$ cat src/rtl/cache_mem_arbiter.sv
// Round-robin arbiter/sequencer sharing one 128-bit memory port between I-cache (port 0) and D-cache (port 1).
// Optional BUSY-state watchdog enabled by defining ARB_TIMEOUT_EN.
module cache_mem_arbiter #(
  parameter int ADDR_W  = 10,
  parameter int LINE_W  = 128,
  parameter int TIMEOUT = 15
) (
  input  logic              clk,
  input  logic              rst_n,
  input  logic              req0,
  input  logic              req1,
  input  logic              isWrite0,
  input  logic              isWrite1,
  input  logic [ADDR_W-1:0] address0,
  input  logic [ADDR_W-1:0] address1,
  input  logic [LINE_W-1:0] writeData0,
  input  logic [LINE_W-1:0] writeData1,
  output logic              done0,
  output logic              done1,
  output logic [LINE_W-1:0] readData0,
  output logic [LINE_W-1:0] readData1,
  output logic              err,
  output logic              busy,
  output logic              memReq,
  output logic              memWrite,
  output logic [ADDR_W-1:0] memAddress,
  output logic [LINE_W-1:0] memWriteData,
  input  logic [LINE_W-1:0] memReadData,
  input  logic              memReady
);

  typedef enum logic [1:0] {IDLE, BUSY, DONE} state_t;

  localparam logic [ADDR_W-1:0] LINE_MASK = ~ADDR_W'(15);

  if (ADDR_W <= 4 || TIMEOUT < 1) begin : g_bad_param
    $error("cache_mem_arbiter: ADDR_W must exceed 4 and TIMEOUT must be at least 1");
  end

  state_t state;
  logic   gnt;
  logic   lastGrant;
  logic   pick;

  // Lone requester wins outright; on a tie the port not served last goes first.
  assign pick = (req0 && req1) ? ~lastGrant : req1;

`ifdef ARB_TIMEOUT_EN
  localparam int CW = $clog2(TIMEOUT + 1);
  logic [CW-1:0] cnt;
`else
  assign err = 1'b0;
`endif

  always_ff @(posedge clk) begin
    if (!rst_n) begin
      state        <= IDLE;
      gnt          <= 1'b0;
      lastGrant    <= 1'b1;
      done0        <= 1'b0;
      done1        <= 1'b0;
      readData0    <= '0;
      readData1    <= '0;
      busy         <= 1'b0;
      memReq       <= 1'b0;
      memWrite     <= 1'b0;
      memAddress   <= '0;
      memWriteData <= '0;
`ifdef ARB_TIMEOUT_EN
      err          <= 1'b0;
      cnt          <= '0;
`endif
    end else begin
      done0 <= 1'b0;
      done1 <= 1'b0;
`ifdef ARB_TIMEOUT_EN
      err   <= 1'b0;
`endif
      case (state)
        IDLE: begin
          if (req0 || req1) begin
            state        <= BUSY;
            gnt          <= pick;
            busy         <= 1'b1;
            memReq       <= 1'b1;
            memWrite     <= pick ? isWrite1 : isWrite0;
            memAddress   <= (pick ? address1 : address0) & LINE_MASK;
            memWriteData <= pick ? writeData1 : writeData0;
`ifdef ARB_TIMEOUT_EN
            cnt          <= '0;
`endif
          end
        end
        BUSY: begin
          if (memReady) begin
            state  <= DONE;
            memReq <= 1'b0;
            done0  <= ~gnt;
            done1  <= gnt;
            if (!memWrite) begin
              if (gnt) readData1 <= memReadData;
              else     readData0 <= memReadData;
            end
          end
`ifdef ARB_TIMEOUT_EN
          // The edge that would bring the count to TIMEOUT aborts instead.
          else if (cnt == CW'(TIMEOUT - 1)) begin
            state  <= DONE;
            memReq <= 1'b0;
            done0  <= ~gnt;
            done1  <= gnt;
            err    <= 1'b1;
            cnt    <= cnt + 1'b1;
            if (gnt) readData1 <= '0;
            else     readData0 <= '0;
          end else begin
            cnt <= cnt + 1'b1;
          end
`endif
        end
        DONE: begin
          state     <= IDLE;
          busy      <= 1'b0;
          lastGrant <= gnt;
        end
        default: begin
          state  <= IDLE;
          busy   <= 1'b0;
          memReq <= 1'b0;
        end
      endcase
    end
  end

endmodule

$ cat config.mk
export PLATFORM = sky130hd
export DESIGN_NAME = cache_mem_arbiter
export DESIGN_NICKNAME = d
export VERILOG_FILES = /design/src/rtl/cache_mem_arbiter.sv
export SDC_FILE = /design/constraint.sdc
export NUM_CORES = 1
export LEC_CHECK = 0
export CAP_MARGIN = 20
export CORE_AREA = 2 2 311 313
export DETAILED_ROUTE_END_ITERATION = 8
export DIE_AREA = 0 0 313 315
export HOLD_SLACK_MARGIN = 0.05
export PLACE_DENSITY_LB_ADDON = 0.3
export RECOVER_POWER = 50
export SLEW_MARGIN = 25
export SYNTH_ARGS = -nofsm -noshare
export SYNTH_HDL_FRONTEND = slang
export SYNTH_SLANG_ARGS = --single-unit
$ cat constraint.sdc
create_clock -name clk -period 1.7 [get_ports clk]
set_input_delay 0.425 -clock clk [delete_from_list [all_inputs] [get_ports clk]]
set_output_delay 0.425 -clock clk [all_outputs]
set_load 0.005 [all_outputs]
# Yosys cells after proc, flatten, opt, wreduce, memory -nomap -nowiden
# Cells that the tools add are included.
[word_totals]
input_bits = 411
register_bits = 399
out_inout_bits = 400
[op_classes]
n_bitwise = 5
n_mux = 11
eq_ne = 4
reduce_logical = 10
[ops]
columns = ["operator", "count"]
rows = [
  ["$mux 128", 1],
  ["$mux 10", 1],
  ["$reduce_and 4->1", 2],
  ["$reduce_and 2->1", 3],
  ["$reduce_and 3->1", 2],
  ["$not 1->1", 5],
  ["$mux 1", 4],
  ["$mux 2", 2],
  ["$ne 2x2->1 const B", 2],
  ["$pmux 2 s2", 1],
  ["$pmux 1 s3", 1],
  ["$eq 2x1->1 const B", 1],
  ["$eq 2x2->1 const B", 1],
  ["$logic_not 2->1", 1],
  ["$pmux 1 s2", 1],
  ["$logic_and 1x1->1", 1],
  ["$logic_or 1x1->1", 1],
]

# Longest topological paths before layout
# Gate-level depths: netlist of the first run.
[depth]
word_depth = 3
depth_mapped = 6
ltp_nobuf = 3

# Worst setup path before layout of the first run
# No wires, ideal clock.
[synth_timing]
kind = "in2reg"
from = "input req1"
to = "register memWriteData[100]"
path_slack_ns = 0.109
arrival_ns = 1.500
setup_ns = 0.091
cell_stages = 6
path_buffers = 3
cell_sequence = "a21bo_2 > buf_2 > buf_2 > clkbuf_1 > nand2_1 > a311oi_1"
[synth_between]
elab_chain_cells = 3
word_cells_on_any_way = 5
classes_between = "mux: 2; reduce/logical: 3"
[synth_rtl]
columns = ["item", "line_no", "rtl"]
rows = [
  ["start, declared", "11", "input logic req1,"],
  ["$logic_and 1x1->1", "46", "assign pick = (req0 && req1) ? ~lastGrant : req1;"],
  ["$mux 1", "46", ""],
  ["$mux 128", "88", "memWriteData <= pick ? writeData1 : writeData0;"],
  ["end signal, assigned", "88", ""],
  ["end, declared", "27", "output logic [LINE_W-1:0] memWriteData,"],
]
# Several ways; a longest one is shown, not always the timed one.
# A chain may end at the register's enable or synchronous reset.

# Worst setup path after layout of the first run
[layout_timing]
from = "register state[1]"
to = "register readData1[91]"
[layout_between]
elab_chain_cells = 2
[layout_rtl]
columns = ["item", "line_no", "rtl"]
rows = [
  ["start, declared", "40", "state_t state;"],
  ["start signal, assigned", "57", "state <= IDLE;"],
  ["start signal, assigned", "82", "state <= BUSY;"],
  ["start signal, assigned", "96", "state <= DONE;"],
  ["$eq 2x1->1", "79", "case (state)"],
  ["$reduce_and 4->1 (no line)", "-", ""],
  ["end signal, assigned", "101", "if (gnt) readData1 <= memReadData;"],
  ["end, declared", "21", "output logic [LINE_W-1:0] readData1,"],
]
# No other way between the ends.

==> reports/results.tsv, run 1 <==
metric	value	unit
ys async rst share	0	
Clock Pin Slew Worst Setup and Hold Paths	60	ps
post-synth top area cell	dfxtp_1	
Pwr Density	912	nW/um2
Seq/Total Area, Yosys	0.506	
yosys warns	0	
unrepaired setup endpoints after global routing	false	
IO Pins	811	
CTS root buffer	clkbuf_16	
Mapped Area	15800	um2
VDD IR max	0.000643	V
worst skew pair latency	610	ps
Avg WL per Cell	18.5	um
CTS buffer count	48	
remaining routing DRC violations	0	
DP Worst Slack	-543	ps
CP Capture Type	register	
worst hold path type	in -> reg	
gr ovfl total	0	
Chip Height	315	um
CTS tree	built	
most common cell after layout, fill and taps aside	nand2_1	
clk sinks	399	
most frequent cells in the layout	nand2_1, clkdlybuf4s50_1, dfxtp_1, dlygate4sd2_1, mux2i_1	
Setup-failing EPs final	0	
Initial Utilization	0.165	
period utilisation layout	0.976	
Initial DRT Pass Iterations	5	
Post-synth EDFFs	0	
H-tree levels	2	
initial drt markers	794	
placed cell areas	26000	um2
Mapped Cells	1771	
fmax	603	MHz
initial antenna violation count	11	
Arr. time, crit path	2140	ps
DRT Wirelength	72000	um
Clock Tree Buf Depth	3	
vias in the first global route	16000	
input/output buffers	797	
Area growth syn-to-layout	72.2	%
Post-synth top flop	dfxtp_1	
die area	98600	um2
largest net degree at the start of global routing	82	
synthesis-stage register bit count	399	
Final Net Count	2981	
row cnt	114	
Final Slew Violations	0	
Hold Fails Final Rpt	0	
Max Clock Skew	12.8	ps
design area	27200	um2
HPWL after detailed placement	56000	um
top post-synthesis cells by area	dfxtp_1, mux2i_1, nand2_1, a311oi_1, a21oi_1	
crit path kind	reg -> reg	
via count	15700	
post-route ant nets	0	
Core Box Area	95700	um2
Netlist cell types	27	
number of vias per cell	4.05	
Max-Cap Viols	0	
status	complete, no violations	
layout cells sized above 1	0.102	
GR Util All Layers	0.139	
syn_area_per_cell	8.92	um2
Startpoint Class	register	
fin crit period	1660	ps
P_leak	12.0	nW
worst path required time	2180	ps
Die Wd	313	um
Routability Congestion	0.828	
setup ws final	40.7	ps
Synth top area share	0.506	
global-route wire length before repair	104000	um
worst-path fanout max	17	
==> registers in the layout, indices dropped and copies added (netlist names) <==
| register | flops |
|---|---|
| busy | 1 |
| done0 | 1 |
| done1 | 1 |
| gnt | 1 |
| lastGrant | 1 |
| memAddress | 6 |
| memReq | 1 |
| memWrite | 1 |
| memWriteData | 128 |
| readData0 | 128 |
| readData1 | 128 |
| state | 2 |
==> cell usage after synthesis, drive strengths merged, types with 2 or more instances <==
| cell type | n |
|---|---|
| dfxtp | 399 |
| a311oi | 135 |
| clkbuf | 119 |
| and2 | 2 |
| nand2 | 656 |
| nor2b | 2 |
| buf | 47 |
| a21oi | 135 |
| o21a | 3 |
| mux2i | 257 |
| nor2 | 2 |
| a21boi | 2 |
==> layer usage <==
metal | vias to the layer above | global-route usage | routed length [um]
met5 | - | 0 | 41
met4 | 6 | 0.0593 | 2760
met3 | 113 | 0.0514 | 6470
met2 | 603 | 0.229 | 33600
met1 | 7327 | 0.161 | 29100
li1 | 7688 | - | -
==> final cells by class <==
cell class                 count  area, um2
fill                       10400      68500
timing repair buffer         911       8870
sequential                   399       8040
multi-input combinational   1209       7100
tap                         1276       1600
clock buffer                  73       1440
clock inverter                14        136
antenna                        6       15.0
inverter                       1       6.26
==> what timing repair did <==
action,4_1_cts,5_1_grt
gates resized for setup,561,57
buffers inserted,1,0
hold buffers,0,0
endpoints found under the setup margin,394,59
==> critical path, stage by stage, from the launching register on <==
cell and delay [ps]:
dfxtp_1 370, or4b_4 580, buf_12 180, clkbuf_2 230, mux2i_1 160
==> per-stage QoR <==
stage | hold slack (ps) | instances | setup TNS, ps | util | total power, mW
5_1_grt | 210 | 3889 | 0 | 0.284 | 25.9
4_1_cts | 169 | 3883 | 0 | 0.286 | 25.2
3_3_place_gp | 442 | 3795 | -160250 | 0.272 | 15.1
6_report | 218 | 3889 | 0 | 0.284 | 24.8
3_5_place_dp | 445 | 3795 | -170840 | 0.272 | 15.0
2_1_floorplan | 443 | 1775 | 0 | - | 11.9
==> logic make-up after synthesis <==
kind of cell           after synthesis  synth area share
AOI/OAI and AO/OA                  278             0.121
buffers and inverters              167            0.0489
other                                1          0.000237
muxes                              257             0.163
DFF                                399             0.506
and+or+nand+nor                    669             0.161
==> report_power, final <==
part	internal (mW)	switching, mW	total [mW]
combinational	2.26	1.97	4.23
clock	6.01	4.34	10.3
sequential	9.92	0.306	10.2
total	18.2	6.62	24.8
==> final timing paths <==
kind                             startpoint                          to  slack (ps)  cells past startpoint
hold / removal                        rst_n      lastGrant$_SDFFE_PN1N_         220                      3
setup reg to reg      state[1]$_SDFFE_PN0P_  readData1[91]$_SDFFE_PN0P_          40                      4
setup / recovery      state[1]$_SDFFE_PN0P_  readData1[91]$_SDFFE_PN0P_          40                      4
hold reg to reg   readData0[6]$_SDFFE_PN0P_   readData0[6]$_SDFFE_PN0P_         450                      2
(Power assumes the default switching activity.)
==> inputs of run 2 (changes only) <==
- REMOVE_ABC_BUFFERS: not set -> 1
==> reports/results.tsv, run 2 (synthesis gave the netlist of run 1 again) <==
metric	value	unit	change
Startpoint Class	register		
period utilisation layout	0.977		about the same
fmax	602	MHz	about the same
Core Box Area	95700	um2	unchanged
HPWL after detailed placement	60400	um	+7.9%
Gate power share	0.175		+0.004
Psw	6.62	mW	about the same
Clock Pin Slew Worst Setup and Hold Paths	60	ps	about the same
Area growth syn-to-layout	72.8	%	
DP Worst Slack	-512	ps	+31.3 ps
worst relative slew slack	0.573		
CTS root buffer	clkbuf_16		
die area	98600	um2	unchanged
global-route wire length before repair	110000	um	+5.1%
Max-Cap Viols	0		unchanged
post-route ant nets	0		unchanged
Hold Path Cell Cnt	3		unchanged
Reg power frac	0.417		+0.005
clk sinks	399		unchanged
fin crit period	1660	ps	+1.06 ps
status	complete, no violations		
worst hold path type	in -> reg		
H-tree levels	2		unchanged
layout cells sized above 1	0.133		+0.0312
setup ws final	39.6	ps	-1.06 ps
VDD IR max	0.000632	V	-1.7%
worst path required time	2190	ps	about the same
vias in the first global route	16100		+0.77%
initial antenna violation count	19		+8
Initial Utilization	0.165		unchanged
input/output buffers	797		unchanged
Largest regs	memWriteData x128, readData0 x128, readData1 x128		
Clock power frac	0.408		-0.009
most common cell after layout, fill and taps aside	nand2_1		
CTS buffer count	47		-2.1%
worst skew pair latency	610	ps	about the same
P_leak	12.0	nW	-0.21%
via count	15900		+1.3%
Tot Pwr	24.6	mW	-0.64%
IO Pins	811		unchanged
DRT Wirelength	76700	um	+6.6%
Clock Tree Buf Depth	3		unchanged
largest net degree at the start of global routing	64		-22%
Hold-fix buffers, CTS	0		unchanged
setup TNS	0	ps	unchanged
Min Hold Slack	200	ps	-18.3 ps
CP Capture Type	register		
Arr. time, crit path	2150	ps	about the same
unrepaired setup endpoints after global routing	false		
Routability Congestion	0.844		+1.8%
initial drt markers	769		-3.1%
Hold Fails Final Rpt	0		unchanged
sw frac	0.269		+0.00185
Final Slew Violations	0		unchanged
Pwr Density	902	nW/um2	-1.0%
Worst Reg-to-Reg Cells	4		unchanged
Initial DRT Pass Iterations	6		+1
actual slew at the worst max-slew pin	641	ps	
Max Clock Skew	25.0	ps	+12.3 ps
CTS tree	built		
row cnt	114		unchanged
Setup-failing EPs final	0		unchanged
internal power	18.0	mW	-0.89%
Final Net Count	3014		+1.1%
Die Wd	313	um	unchanged
crit path kind	reg -> reg		
remaining routing DRC violations	0		unchanged
Chip Height	315	um	unchanged
Avg WL per Cell	19.6	um	+5.8%
GR Util All Layers	0.148		+0.00960
gr ovfl total	0		unchanged
number of vias per cell	4.07		+0.50%
worst-path fanout max	25		+8
most frequent cells in the layout	nand2_1, clkdlybuf4s50_1, dfxtp_1, mux2i_1, dlygate4sd2_1		
[run 2: critical path: stages, from the launching register on]
cell	delay (ps)
dfxtp_1	360
or4b_4	560
buf_12	180
clkbuf_2	240
mux2i_1	150
[run 2: per-stage QoR]
stage	cell area, um2	util	instances
5_1_grt	27300	0.285	3919
4_1_cts	27500	0.288	3910
3_5_place_dp	26300	0.275	3829
6_report	27300	0.285	3919
2_1_floorplan	15000	-	1609
3_3_place_gp	26300	0.275	3829
[run 2: per-layer routing]
metal,GRT usage,wire [um]
met1,0.170,30400
met2,0.247,36300
met3,0.0643,7940
met4,0.0493,2040
met5,0,41
[run 2: what timing repair did]
| action | in CTS | in global routing |
|---|---|---|
| endpoints found under the setup margin | 391 | 90 |
| setup buffers | 1 | 0 |
| resized for setup | 676 | 81 |
[run 2: final timing paths]
kind | startpoint | end | slack, ps
hold / removal | rst_n | readData0[46]$_SDFFE_PN0P_ | 200
hold reg to reg | readData0[55]$_SDFFE_PN0P_ | readData0[55]$_SDFFE_PN0P_ | 450
setup reg to reg | memWrite$_SDFFE_PN0P_ | readData1[46]$_SDFFE_PN0P_ | 40
setup / recovery | memWrite$_SDFFE_PN0P_ | readData1[46]$_SDFFE_PN0P_ | 40
[run 2: final cells by class]
type / instances / area, um2
diodes: 9 / 22.5
clock buffers: 65 / 1330
clock inverters: 15 / 159
fillers: 10300 / 68400
inverters: 1 / 8.76
multi-input cells: 1209 / 7100
flip-flops and latches: 399 / 8100
well taps: 1276 / 1600
repair buffers: 945 / 8980
[run 2: power groups by stage]
stage | Clock, mW | Sequential (mW) | Combinational [mW]
after global routing | 10.7 | 10.3 | 4.68
final | 10.1 | 10.3 | 4.31
after CTS | 10.4 | 10.3 | 4.40
after floorplan | 0 | 10.4 | 1.69
after detailed placement | 0 | 10.5 | 4.71
after global placement | 0 | 10.5 | 4.74
